[src/rtl/counter_pkg.sv]
// Shared encodings for the counter/timer block.
//   MODE_* : values seen on the MODE input (2'b11 is handled as free-running)
//   state_e: controller states
//
//   state | meaning
//   IDLE  | stopped, count held, waiting for START
//   RUN   | counting, prescaler active, BUSY high
//   DONE  | one-shot reached terminal, count held until START or LOAD
package counter_pkg;

  localparam logic [1:0] MODE_FREE     = 2'b00;
  localparam logic [1:0] MODE_ONESHOT  = 2'b01;
  localparam logic [1:0] MODE_PERIODIC = 2'b10;

  typedef enum logic [1:0] {
    IDLE = 2'b00,
    RUN  = 2'b01,
    DONE = 2'b10
  } state_e;

endpackage

[src/rtl/counter_timer_prescaler.sv]
// Prescaler: produces one TICK every PRESCALE+1 enabled cycles.
//   CLK      : clock, rising edge
//   RESETN   : asynchronous active-low reset
//   CE       : advance enable
//   CLR      : synchronous clear of the phase counter
//   PRESCALE : divide value minus one
//   TICK     : combinational, CE & (phase == PRESCALE)
module prescaler #(
  parameter int PW = 8
) (
  input  logic          CLK,
  input  logic          RESETN,
  input  logic          CE,
  input  logic          CLR,
  input  logic [PW-1:0] PRESCALE,
  output logic          TICK
);

  logic [PW-1:0] pcnt_q, pcnt_d;

  assign TICK = CE && (pcnt_q == PRESCALE);

  always_comb begin
    pcnt_d = pcnt_q;
    if (CLR || TICK) begin
      pcnt_d = '0;
    end else if (CE) begin
      pcnt_d = pcnt_q + PW'(1);
    end
  end

  always_ff @(posedge CLK or negedge RESETN) begin
    if (!RESETN) begin
      pcnt_q <= '0;
    end else begin
      pcnt_q <= pcnt_d;
    end
  end

endmodule

[src/rtl/counter_timer.sv]
// Programmable counter/timer with free-running, one-shot and periodic modes.
//   CLK, RESETN : clock and asynchronous active-low reset
//   EN          : gates prescaler advance while running
//   LOAD, D     : synchronous load of the count
//   START, STOP : begin/restart and halt counting
//   MODE, DIR   : mode select and count direction (1 = down)
//   PERIOD      : terminal value (up) or reload value (down)
//   PRESCALE    : one count step per PRESCALE+1 enabled running cycles
//   O           : registered count
//   TICK        : combinational prescaler tick
//   COUT        : registered one-cycle terminal pulse
//   BUSY        : high while running
//
//   state | meaning
//   IDLE  | stopped, count held, waiting for START
//   RUN   | counting on prescaler ticks
//   DONE  | one-shot finished, count held
module counter_timer
  import counter_pkg::*;
#(
  parameter int WIDTH = 22,
  parameter int PW    = 8
) (
  input  logic             CLK,
  input  logic             RESETN,
  input  logic             EN,
  input  logic             LOAD,
  input  logic [WIDTH-1:0] D,
  input  logic             START,
  input  logic             STOP,
  input  logic [1:0]       MODE,
  input  logic             DIR,
  input  logic [WIDTH-1:0] PERIOD,
  input  logic [PW-1:0]    PRESCALE,
  output logic [WIDTH-1:0] O,
  output logic             TICK,
  output logic             COUT,
  output logic             BUSY
);

  state_e           state_q, state_d;
  logic [WIDTH-1:0] cnt_q, cnt_d;
  logic             cout_q, cout_d;
  logic             run, ce, clr, tick;
  logic             step, terminal, oneshot, periodic;

  prescaler #(.PW(PW)) u_prescaler (
    .CLK      (CLK),
    .RESETN   (RESETN),
    .CE       (ce),
    .CLR      (clr),
    .PRESCALE (PRESCALE),
    .TICK     (tick)
  );

  assign oneshot  = (MODE == MODE_ONESHOT);
  assign periodic = (MODE == MODE_PERIODIC);

  // Free mode (including the unused 2'b11 code) terminates at the natural wrap point.
  always_comb begin
    if (DIR) begin
      terminal = (cnt_q == '0);
    end else if (oneshot || periodic) begin
      terminal = (cnt_q == PERIOD);
    end else begin
      terminal = &cnt_q;
    end
  end

  // A tick only moves the count when no higher-priority control is present.
  assign step = tick && !LOAD && !STOP && !START;

  always_ff @(posedge CLK or negedge RESETN) begin
    if (!RESETN) begin
      state_q <= IDLE;
    end else begin
      state_q <= state_d;
    end
  end

  always_comb begin
    state_d = state_q;
    if (LOAD) begin
      if (state_q == DONE) state_d = IDLE;
    end else if (STOP) begin
      if (state_q == RUN) state_d = IDLE;
    end else if (START) begin
      if (state_q != RUN) state_d = RUN;
    end else if (step && terminal && oneshot) begin
      state_d = DONE;
    end
  end

  always_comb begin
    run  = (state_q == RUN);
    ce   = run && EN;
    clr  = LOAD || STOP || START || !run;
    BUSY = run;
  end

  always_comb begin
    cnt_d  = cnt_q;
    cout_d = 1'b0;
    if (LOAD) begin
      cnt_d = D;
    end else if (step) begin
      cout_d = terminal;
      if (terminal && oneshot) begin
        cnt_d = cnt_q;
      end else if (terminal && periodic) begin
        cnt_d = DIR ? PERIOD : '0;
      end else begin
        cnt_d = DIR ? (cnt_q - WIDTH'(1)) : (cnt_q + WIDTH'(1));
      end
    end
  end

  always_ff @(posedge CLK or negedge RESETN) begin
    if (!RESETN) begin
      cnt_q  <= '0;
      cout_q <= 1'b0;
    end else begin
      cnt_q  <= cnt_d;
      cout_q <= cout_d;
    end
  end

  assign O    = cnt_q;
  assign TICK = tick;
  assign COUT = cout_q;

endmodule

[config.mk]
export PLATFORM = sky130hd
export DESIGN_NAME = counter_timer
export DESIGN_NICKNAME = d
export VERILOG_FILES = /design/src/rtl/counter_pkg.sv /design/src/rtl/counter_timer_prescaler.sv /design/src/rtl/counter_timer.sv
export SDC_FILE = /design/constraint.sdc
export NUM_CORES = 1
export LEC_CHECK = 0
export BUFFER_PORTS_ARGS = -buffer_cell sky130_fd_sc_hd__buf_2
export CAP_MARGIN = 40
export CORE_ASPECT_RATIO = 1.75
export CORE_UTILIZATION = 25
export CTS_CLUSTER_DIAMETER = 40
export DETAILED_ROUTE_END_ITERATION = 8
export GPL_ROUTABILITY_DRIVEN = 1
export PLACE_DENSITY = 0.45
export SYNTH_ARGS = -nofsm -noshare
export SYNTH_HDL_FRONTEND = slang
export SYNTH_SLANG_ARGS = --single-unit
[constraint.sdc]
create_clock -name CLK -period 3.6 [get_ports CLK]
set_input_delay 0.18 -clock CLK [delete_from_list [all_inputs] [get_ports CLK]]
set_output_delay 0.18 -clock CLK [all_outputs]
set_load 0.005 [all_outputs]
; After elaboration in Yosys (flattened, before gate mapping)
; Index checks and enable logic that the tools add are counted.
[op_classes]
add_sub_neg = 3
n_eq_ne = 11
mux = 19
n_reduce_logical = 25
[op_table]
columns = op, n
row1 = 22-bit two-way mux, 6
row2 = 22-bit by 1-bit adder with 22-bit output (second input constant), 1
row3 = 22-bit == test, 1
row4 = 22-bit logical NOT, 1
row5 = 22-bit AND reduction, 1
row6 = 22-bit by 1-bit subtractor with 22-bit output (second input constant), 1
row7 = 8-bit two-way mux, 2
row8 = 2-bit two-way mux, 7
row9 = 1-bit logical AND, 9
row10 = 8-bit by 1-bit adder with 8-bit output (second input constant), 1
row11 = 8-bit == test, 1
row12 = 1-bit logical OR, 5
row13 = 2-bit by 1-bit == test with 1-bit output (second input constant), 2
row14 = 2-bit == test (second input constant), 2
row15 = 1-bit logical NOT, 4
row16 = 1-bit two-way mux, 4
row17 = 2-bit by 1-bit inequality test with 1-bit output (second input constant), 2
row18 = 4-bit by 2-bit inequality test with 1-bit output (second input constant), 1
row19 = 4-bit AND reduction, 1
row20 = 2-bit nonzero test, 2
row21 = 4-bit nonzero test, 1
row22 = 3-bit by 2-bit inequality test with 1-bit output (second input constant), 1
row23 = 2-bit inequality test (second input constant), 1
row24 = 2-bit AND reduction, 1
[totals]
ff_bits = 33
input_bits = 61

; Longest topological paths before layout
; Gate-level depths: netlist of run 1.
[depth]
word_depth = 12
ltp_mapped = 11

; By module
; Synthesis of run 1 repeated with hierarchy kept, for this count alone.
[hier_totals]
cells_unflattened = 428
area_unflattened_um2 = 3475.8
[modules_own_cells]
columns = mod, instances, cells_per_inst, area_each_um2
row1 = counter_timer, 1, 380, 2980.4
row2 = prescaler, 1, 48, 495.5

; Worst setup path after synthesis of run 1
; No wires, ideal clock.
[synth_path]
kind = reg2reg
startpoint = register cnt_q[0], in the netlist O[0]
endpoint = register cnt_q[20], in the netlist O[20]
t_arrival_ns = 2.521
setup_slack_ns = 0.945
path_stages_with_launch = 10
path_buffers = 0
period_less_slack_ns = 2.655
cell_sequence = dfrtp_1 > fa_1 > a211oi_1 > o21ai_1 > a2111o_1 > o311ai_1 > o31a_1 > xnor2_1 > a221oi_1 > o31ai_1
[synth_between]
elab_chain_len = 8
[synth_rtl]
columns = element, line_no
row1 = from (decl), counter_timer.sv:42  ; logic [WIDTH-1:0] cnt_q, cnt_d;
row2 = from (signal assigned), counter_timer.sv:123  ; cnt_q <= cnt_d;
row3 = branches (longest 8 deep; another with 22-bit by 1-bit adder with 22-bit output), n/a
; Several ways; the timed one is not identified. The select of a mux whose other input is x is not followed.
; A chain may end at the register's enable or synchronous reset.

; Final worst setup path of run 1
; Ends and elaborated chain as after synthesis.

==> summary.md, run 1 <==
| Metric | Value |
|---|---|
| CTS tree | `done` |
| Critical Path Start Type | `flop` |
| Cell with the most instances after synthesis | `nand2_1` |
| Largest net degree at the start of global routing | `42` |
| RSZ-0062 raised after global routing | `false` |
| Clock Latency Late Sink | `0.28 ns` |
| Clk sinks | `33` |
| Int Pwr | `891.4 µW` |
| Clock root buffer master | `clkbuf_16` |
| Sequential Power Share | `0.326` |
| Pins Over Slew Limit | `0` |
| Slew margin rel. | `0.4206` |
| Cell Chain, Critical Path | `fa_1 > a211oi_1 > o21ai_1 > a2111o_1 > o311ai_1 > o31a_1 > xnor2_1 > a221oi_1 > o31ai_1` |
| Vias | `3283` |
| First-pass GRT wire length | `18000 µm` |
| # Post-CTS Setup Buffers | `0` |
| Max Buffers Root-to-Sink | `2` |
| Setup ws final | `0.6077 ns` |
| Final ANT Viol Nets | `0` |
| Synth cell count leaders | `nand2_1 (47), nor2_1 (37), xor2_1 (35)` |
| Crit path required time | `3.74 ns` |
| FF-to-FF setup slack | `0.61 ns` |
| Post-route cell area | `4130 µm²` |
| Gate Count Post-Synth | `395` |
| Worst Clk Skew | `0.004691 ns` |
| Post-synthesis net count | `480` |
| Layout cell share with drive strength beyond 1 | `0.2454` |
| Clock power share | `0.318` |
| Nets@finish | `570` |
| Total gr overflow | `0` |
| Die area | `13760 µm²` |
| Worst hold-check path type | `in -> reg` |
| CP bufs+invs | `0` |
| Peak supply drop | `0.1717 mV` |
| Worst stage delay on the critical path | `0.53 ns` |
| Final Critical Period | `2.992 ns` |
| Switching Fraction | `0.3513` |
| Synth-to-layout area growth | `24.47%` |
| Asr flop ratio synth | `1.000` |
| Post-route clock period utilization | `0.8312` |
| Count of max-cap constraint violations | `0` |
| Drt pass-1 iters | `4` |
| Crit. End Element | `flop` |
| Pre-CTS setup slack | `0.4522 ns` |
| Vias per inst | `5.005` |
| DRC viols | `0` |
| Synth warnings | `0` |
| Synth Area per Inst | `8.400 µm²` |
| Distinct cells, synth | `57` |
| Top delay family on crit path | `compound AO/OA/AOI/OAI gates` |
| Psw | `482.8 µW` |
| Yosys top cell area share | `0.2489` |
| Wire per inst | `17.39 µm` |
| Most area-hungry cell type in the Yosys netlist | `dfrtp_1` |
| Final hold violations | `0` |
| Status | `completed` |
| Fin cells | `656` |
| Worst-Margin Slew | `0.8691 ns` |
| Worst Path Arrival | `3.13 ns` |
| Ys flop type | `dfrtp_1` |
| Core footprint | `12940 µm²` |
| Largest cells by area after synthesis | `dfrtp_1 (25%), xor2_1 (9.2%), ha_1 (8.7%), mux2i_1 (6.9%), nand2_1 (5.3%)` |
| # diodes | `0` |
| Site Rows | `55` |
| Final setup viols | `0` |
| Starting density of the core | `0.2565` |
| Sequential area share after synthesis | `0.2489` |
| Placed Area | `3978 µm²` |
| Static Leak | `1.898 nW` |
| IO Count | `86` |
| Mapped cell area | `3318 µm²` |
| Total CTS buffers | `5` |
| Vias in the first global route | `3418` |
| Crit Path Class | `reg -> reg` |
| Number of synthesized flops with an enable pin | `0` |
| Post-DP HPWL | `9074 µm` |
| Power consumption | `1.374 mW` |
| DRT Wirelength | `11410 µm` |
| DP Cell Count | `648` |
| Overall routing resource usage | `0.1744` |
| CTS H-tree depth | `2` |
| Initial antenna violation count | `0` |
| FF+latch count, synth | `33` |
| CP max-delay cell | `fa_1` |
| Chip height | `154.4 µm` |
| DR iter-0 viols | `108` |
| Pwr dens | `332.7 nW/µm²` |
| FMAX | `334.2 MHz` |
| Worst-path clk slew | `0.06 ns` |
| Gpl congestion | `0.8532` |
| Die Width | `89.09 µm` |
| Total negative slack | `0 ns` |
| Crit-path max FO | `7` |
| Comb pwr share | `0.355` |
| IO buf count | `85` |
-- area by class of cell --
| class | instances | area, µm² |
|---|---|---|
| repair buffers | 94 | 508.0 |
| flip-flops and latches | 33 | 825.8 |
| multi-input cells | 342 | 2406 |
| clock buffers | 7 | 142.6 |
| inverters | 9 | 33.78 |
| well taps | 171 | 214.0 |
| fillers | 1465 | 8807 |
-- cell usage in the layout, fill, tap and decap left out, drive strengths merged, types with 3 or more instances in the layout --
master / n
nand3b: 4
a21o: 11
buf: 93
inv: 8
o21ai: 21
xor2: 35
o211ai: 3
nor3: 10
a31o: 4
nand3: 8
ha: 23
nor2: 37
nor2b: 3
nand2b: 3
a211oi: 6
o31ai: 6
o21bai: 5
nor4: 9
dfrtp: 33
nand4: 15
a21oi: 15
a31oi: 3
nand2: 48
clkbuf: 7
xnor2: 20
or2: 4
mux2i: 23
-- metal layers --
metal	track usage	part of all wire	up-vias
met5	0	0	-
met4	0.07407	0.034	0
met3	0.02295	0.042	18
met2	0.3326	0.56	89
met1	0.1828	0.36	1558
li1	-	-	1618
-- cells by family (layout without fill, tap and decap cells) --
family / Yosys count / in the layout / synth area share
and+or+nand+nor: 149 / 149 / 0.2176
AOI/OAI and AO/OA: 89 / 89 / 0.1934
DFF: 33 / 33 / 0.2489
xor gates and xnor gates: 55 / 55 / 0.1452
muxes: 25 / 25 / 0.07617
buffers and inverters: 20 / 110 / 0.02602
adders and majority gates: 24 / 24 / 0.09276
-- worst paths after layout --
path                                         from                                end  cells after the start
min                                          D[2]                   O[2]$_DFFE_PN0P_                      3
min in group asynchronous                  RESETN  u_prescaler.pcnt_q[0]$_DFFE_PN0P_                      2
max reg2reg                      O[0]$_DFFE_PN0P_                  O[20]$_DFFE_PN0P_                      9
min reg2reg                state_q[1]$_DFFE_PN0P_             state_q[1]$_DFFE_PN0P_                      2
max in group asynchronous                  RESETN                  O[11]$_DFFE_PN0P_                      3
max                              O[0]$_DFFE_PN0P_                  O[20]$_DFFE_PN0P_                      9
-- per-stage QoR --
stage	utilization	hold slack, ns
floorplan	-	-0.1156
global placement	0.3059	0.3301
detailed placement	0.3074	-0.01892
CTS	0.3192	0.1021
global route	0.3192	0.1217
finish	0.3192	0.1029
-- power by group through the flow --
stage | Combinational (mW) | Clock (mW) | Sequential [mW]
6_report | 0.488 | 0.437 | 0.448
5_1_grt | 0.550 | 0.464 | 0.455
4_1_cts | 0.494 | 0.455 | 0.450
3_5_place_dp | 0.490 | 0 | 0.456
3_3_place_gp | 0.483 | 0 | 0.457
2_1_floorplan | 0.323 | 0 | 0.441
-- registers in the layout, indices dropped and copies added, names as in the netlist --
register,cells
state_q,2
u_prescaler.pcnt_q,8
O,22
COUT,1
-- what timing repair did --
item / CTS / global route
resized for setup: 0 / 0
endpoints found under the hold margin: 33 / 0
hold buffers: 1 / 0
-- worst reg2reg max path: stages (launching register included) --
cell and delay [ns]:
dfrtp_1 0.50, fa_1 0.53, a211oi_1 0.33, o21ai_1 0.19
a2111o_1 0.44, o311ai_1 0.21, o31a_1 0.21, xnor2_1 0.07
a221oi_1 0.28, o31ai_1 0.09
Note: power is estimated with default switching activity, not from simulation.
==> inputs of run 2 (changes only) <==
--- a/config.mk
+++ b/config.mk
@@ -5,6 +5,7 @@
 export SDC_FILE = /design/constraint.sdc
 export NUM_CORES = 1
 export LEC_CHECK = 0
+export ABC_AREA = 1
 export BUFFER_PORTS_ARGS = -buffer_cell sky130_fd_sc_hd__buf_2
 export CAP_MARGIN = 40
 export CORE_ASPECT_RATIO = 1.75
@@ -12,7 +13,7 @@
 export CTS_CLUSTER_DIAMETER = 40
 export DETAILED_ROUTE_END_ITERATION = 8
 export GPL_ROUTABILITY_DRIVEN = 1
-export PLACE_DENSITY = 0.45
+export PLACE_DENSITY = 0.44
 export SYNTH_ARGS = -nofsm -noshare
 export SYNTH_HDL_FRONTEND = slang
 export SYNTH_SLANG_ARGS = --single-unit
==> constraint.sdc (replaced) <==
create_clock -name CLK -period 3.1 [get_ports CLK]
set_input_delay 0.155 -clock CLK [delete_from_list [all_inputs] [get_ports CLK]]
set_output_delay 0.155 -clock CLK [all_outputs]
set_load 0.005 [all_outputs]
==> summary.md, run 2 <==
| Metric | Value |
|---|---|
| Vias | `4859 (was 3283)` |
| FMAX | `415.0 MHz (was 334.2 MHz)` |
| Yosys top cell area share | `0.2495 (was 0.2489)` |
| DRT Wirelength | `16640 µm (was 11410 µm)` |
| Setup ws final | `0.6902 ns (was 0.6077 ns)` |
| Die area | `17460 µm² (was 13760 µm²)` |
| Number of synthesized flops with an enable pin | `0 (unchanged)` |
| Clk sinks | `33 (unchanged)` |
| Total CTS buffers | `5 (unchanged)` |
| Pwr dens | `484.3 nW/µm² (was 332.7 nW/µm²)` |
| Final setup viols | `0 (unchanged)` |
| Compound-Gate Fraction of Synth Area | `0.07399 (was 0.1934)` |
| Total gr overflow | `0 (unchanged)` |
| Synth cell count leaders | `nand2_1 (281), inv_1 (100), nor2_1 (83) (was nand2_1 (47), nor2_1 (37), xor2_1 (35))` |
| Worst Path Arrival | `2.59 ns (was 3.13 ns)` |
| Hold-critical path depth | `5 (was 3)` |
| Multi-input gate area | `2898 µm² (was 2406 µm²)` |
| Core footprint | `16450 µm² (was 12940 µm²)` |
| Post-route cell area | `5071 µm² (was 4130 µm²)` |
| CTS tree | `done (unchanged)` |
| Chip height | `174.0 µm (was 154.4 µm)` |
| Initial antenna violation count | `0 (unchanged)` |
| Synth warnings | `0 (unchanged)` |
| DP Cell Count | `1052 (was 648)` |
| R2R cell count | `12 (was 9)` |
| Post-route clock period utilization | `0.7774 (was 0.8312)` |
| Placed Area | `4903 µm² (was 3978 µm²)` |
| IO Count | `86 (unchanged)` |
| # Post-CTS Setup Buffers | `0 (unchanged)` |
| CP max-delay cell | `fa_1 (unchanged)` |
| Max Buffers Root-to-Sink | `2 (unchanged)` |
| Mux share of post-synthesis cell area | `0 (was 0.07617)` |
| # diodes | `0 (unchanged)` |
| Crit path required time | `3.28 ns (was 3.74 ns)` |
| Pins Over Slew Limit | `0 (unchanged)` |
| Final Critical Period | `2.410 ns (was 2.992 ns)` |
| Crit Path Class | `reg -> reg (unchanged)` |
| Site Rows | `62 (was 55)` |
| RSZ-0062 raised after global routing | `false (unchanged)` |
| Mapped cell area | `4228 µm² (was 3318 µm²)` |
| Crit. End Element | `flop (unchanged)` |
| Cell Chain, Critical Path | `fa_1 > nand3_1 > nand3_1 > nand2_1 > nand3_1 > nand2_1 > nand2_1 > xor2_1 > nand2_1 > nand2_1 > nand2_1 > nand2_1 (was fa_1 > a211oi_1 > o21ai_1 > a2111o_1 > o311ai_1 > o31a_1 > xnor2_1 > a221oi_1 > o31ai_1)` |
| FF-to-FF Start | `O[0]$_DFFE_PN0P_ (unchanged)` |
| Final ANT Viol Nets | `0 (unchanged)` |
| Distinct cells, synth | `33 (was 57)` |
| Storage element area | `825.8 µm² (unchanged)` |
| Worst path most repeated cell | `nand2_1` |
| Cell with the most instances after synthesis | `nand2_1 (unchanged)` |
| DRC viols | `0 (unchanged)` |
| Clock root buffer master | `clkbuf_16 (unchanged)` |
| Post-synthesis net count | `838 (was 480)` |
| Gate Count Post-Synth | `753 (was 395)` |
| WHS | `0.1986 ns (was 0.1029 ns)` |
| FF+latch count, synth | `33 (unchanged)` |
| Worst Hold End | `O[6]$_DFFE_PN0P_ (was O[2]$_DFFE_PN0P_)` |
| Post-Synth XOR/XNOR Area | `0.03936 (was 0.1452)` |
| Nets@finish | `921 (was 570)` |
| Layout cell share with drive strength beyond 1 | `0.1673 (was 0.2454)` |
| Static Leak | `2.877 nW (was 1.898 nW)` |
| Total negative slack | `0 ns (unchanged)` |
| Status | `completed (unchanged)` |
| Worst stage delay on the critical path | `0.56 ns (was 0.53 ns)` |
| Most area-hungry cell type in the Yosys netlist | `nand2_1 (was dfrtp_1)` |
| Worst-path clk slew | `0.06 ns (about the same)` |
| DR iter-0 viols | `200 (was 108)` |
| Worst hold-check path type | `in -> reg (unchanged)` |
| Post-DP HPWL | `13530 µm (was 9074 µm)` |
| Pre-CTS setup slack | `0.5487 ns (was 0.4522 ns)` |
| Overall routing resource usage | `0.1933 (was 0.1744)` |
| IO buf count | `85 (unchanged)` |
| Drt pass-1 iters | `4 (unchanged)` |
| Critical Path Start Type | `flop (unchanged)` |
| Largest family of logic cells by synthesized area | `simple AND/OR/NAND/NOR gates (unchanged)` |
| Starting density of the core | `0.2571 (was 0.2565)` |
| Die Width | `100.3 µm (was 89.09 µm)` |
| First-pass GRT wire length | `25500 µm (was 18000 µm)` |
| Worst-Margin Slew | `0.6052 ns (was 0.8691 ns)` |
| Gpl congestion | `0.8645 (was 0.8532)` |
| Hold_sp | `D[6] (was D[2])` |
| Worst Clk Skew | `0.005222 ns (was 0.004691 ns)` |
| Slew margin rel. | `0.5965 (was 0.4206)` |
| Vias per inst | `4.580 (was 5.005)` |
| Final hold violations | `0 (unchanged)` |
| Synth-to-layout area growth | `19.95% (was 24.47%)` |
| Fin cells | `1061 (was 656)` |
| Commonest non-fill, non-tap cells in the layout | `nand2_1 (281), inv_1 (100), buf_2 (85), nor2_1 (83), nand3_1 (53) (was buf_2 (85), nand2_1 (47), nor2_1 (37), xor2_1 (35), dfrtp_1 (33))` |
| Post-Synth Adder-Cell Area | `0.07280 (was 0.09276)` |
| Largest net degree at the start of global routing | `45 (was 42)` |
| Worst R2R End | `O[16]$_DFFE_PN0P_ (was O[20]$_DFFE_PN0P_)` |
| Vias in the first global route | `4897 (was 3418)` |
| Crit-path max FO | `9 (was 7)` |
| CTS H-tree depth | `2 (unchanged)` |
| Ys flop type | `dfrtp_1 (unchanged)` |
| Synth Area per Inst | `5.615 µm² (was 8.400 µm²)` |
| Peak supply drop | `0.2110 mV (was 0.1717 mV)` |
| Most common cell after layout, fill and taps aside | `nand2_1 (was buf_2)` |
| Asr flop ratio synth | `1.000 (unchanged)` |
| Wire per inst | `15.69 µm (was 17.39 µm)` |
| Count of max-cap constraint violations | `0 (unchanged)` |
| Sequential area share after synthesis | `0.1953 (was 0.2489)` |
| Filler Cells Inserted | `1968 (was 1465)` |
| Largest cells by area after synthesis | `nand2_1 (25%), dfrtp_1 (20%), inv_1 (8.9%), nor2_1 (7.4%), ha_1 (6.8%) (was dfrtp_1 (25%), xor2_1 (9.2%), ha_1 (8.7%), mux2i_1 (6.9%), nand2_1 (5.3%))` |
| FF-to-FF setup slack | `0.69 ns (was 0.61 ns)` |
| Max reg flops | `22 (unchanged)` |
| Clock Latency Late Sink | `0.28 ns (about the same)` |
| Synth Area in Simple Gates | `0.4993 (was 0.2176)` |
[run 2: cell types whose count changed after synthesis, moves of 14 or more]
cell / change
a21oi_1: +14
inv_1: +92
mux2i_1: -23
nand2_1: +234
nand3_1: +45
nand4_1: +15
nor2_1: +46
nor2_2: +22
xnor2_1: -15
xor2_1: -21
[run 2: worst max-delay path by stage]
stage                 startpoint                 to  cells past startpoint
4_1_cts         O[0]$_DFFE_PN0P_  O[16]$_DFFE_PN0P_                     12
6_report        O[0]$_DFFE_PN0P_  O[16]$_DFFE_PN0P_                     12
3_5_place_dp                 DIR  O[19]$_DFFE_PN0P_                     14
2_1_floorplan   O[0]$_DFFE_PN0P_  O[10]$_DFFE_PN0P_                     11
5_1_grt        O[10]$_DFFE_PN0P_  O[17]$_DFFE_PN0P_                     13
3_3_place_gp                 DIR  O[19]$_DFFE_PN0P_                     14
[run 2: cell type report]
class | instances | area share
multi-input combinational | 592 | 0.5714
inverter | 113 | 0.08364
clock inverter | 1 | 0.0009869
sequential | 33 | 0.1628
tap | 224 | 0.05527
timing repair buffer | 91 | 0.09573
clock buffer | 7 | 0.03010
[run 2: timing repair]
item | in CTS | in global routing
gates resized for setup | 0 | 0
hold endpoints to repair | 33 | 0
setup endpoints to repair | 0 | 0
hold buffers | 1 | 0
[run 2: power breakdown]
part           switching, mW  leakage [nW]  internal (mW)  total, mW
logic                  0.810          2.38          0.462       1.27
clock network          0.203        0.0799          0.341      0.543
registers              0.149         0.417          0.492      0.641
total                   1.16          2.88           1.29       2.46
[run 2: metrics by stage]
stage | util | power, mW
3_5_place_dp | 0.2982 | 1.923
4_1_cts | 0.3084 | 2.487
6_report | 0.3084 | 2.456
2_1_floorplan | - | 1.452
5_1_grt | 0.3084 | 2.661
3_3_place_gp | 0.2969 | 1.928
[run 2: kinds of logic (layout without fill, tap and decap cells)]
| group | count (synthesis) | count (layout) |
|---|---|---|
| buffers and inverters | 128 | 212 |
| XOR/XNOR | 19 | 19 |
| flip-flops | 33 | 33 |
| AND/OR/NAND/NOR | 493 | 493 |
| adder cells (fa/ha/maj) | 24 | 24 |
| AO/OA/AOI/OAI | 56 | 56 |
[run 2: per-layer routing]
layer,track usage,share of wire,wire length [µm]
met3,0.01166,0.019,322
met5,0,0,0
met2,0.3864,0.57,9456
met4,0.07790,0.032,536
met1,0.2012,0.38,6326
[run 2: critical path: cells and delay by family, from the launching register on]
| kind | cells | cell delay [ns] |
|---|---|---|
| adder cells (fa/ha/maj) | 1 | 0.56 |
| AND/OR/NAND/NOR | 10 | 1.02 |
| flip-flops | 1 | 0.54 |
| XOR/XNOR | 1 | 0.15 |
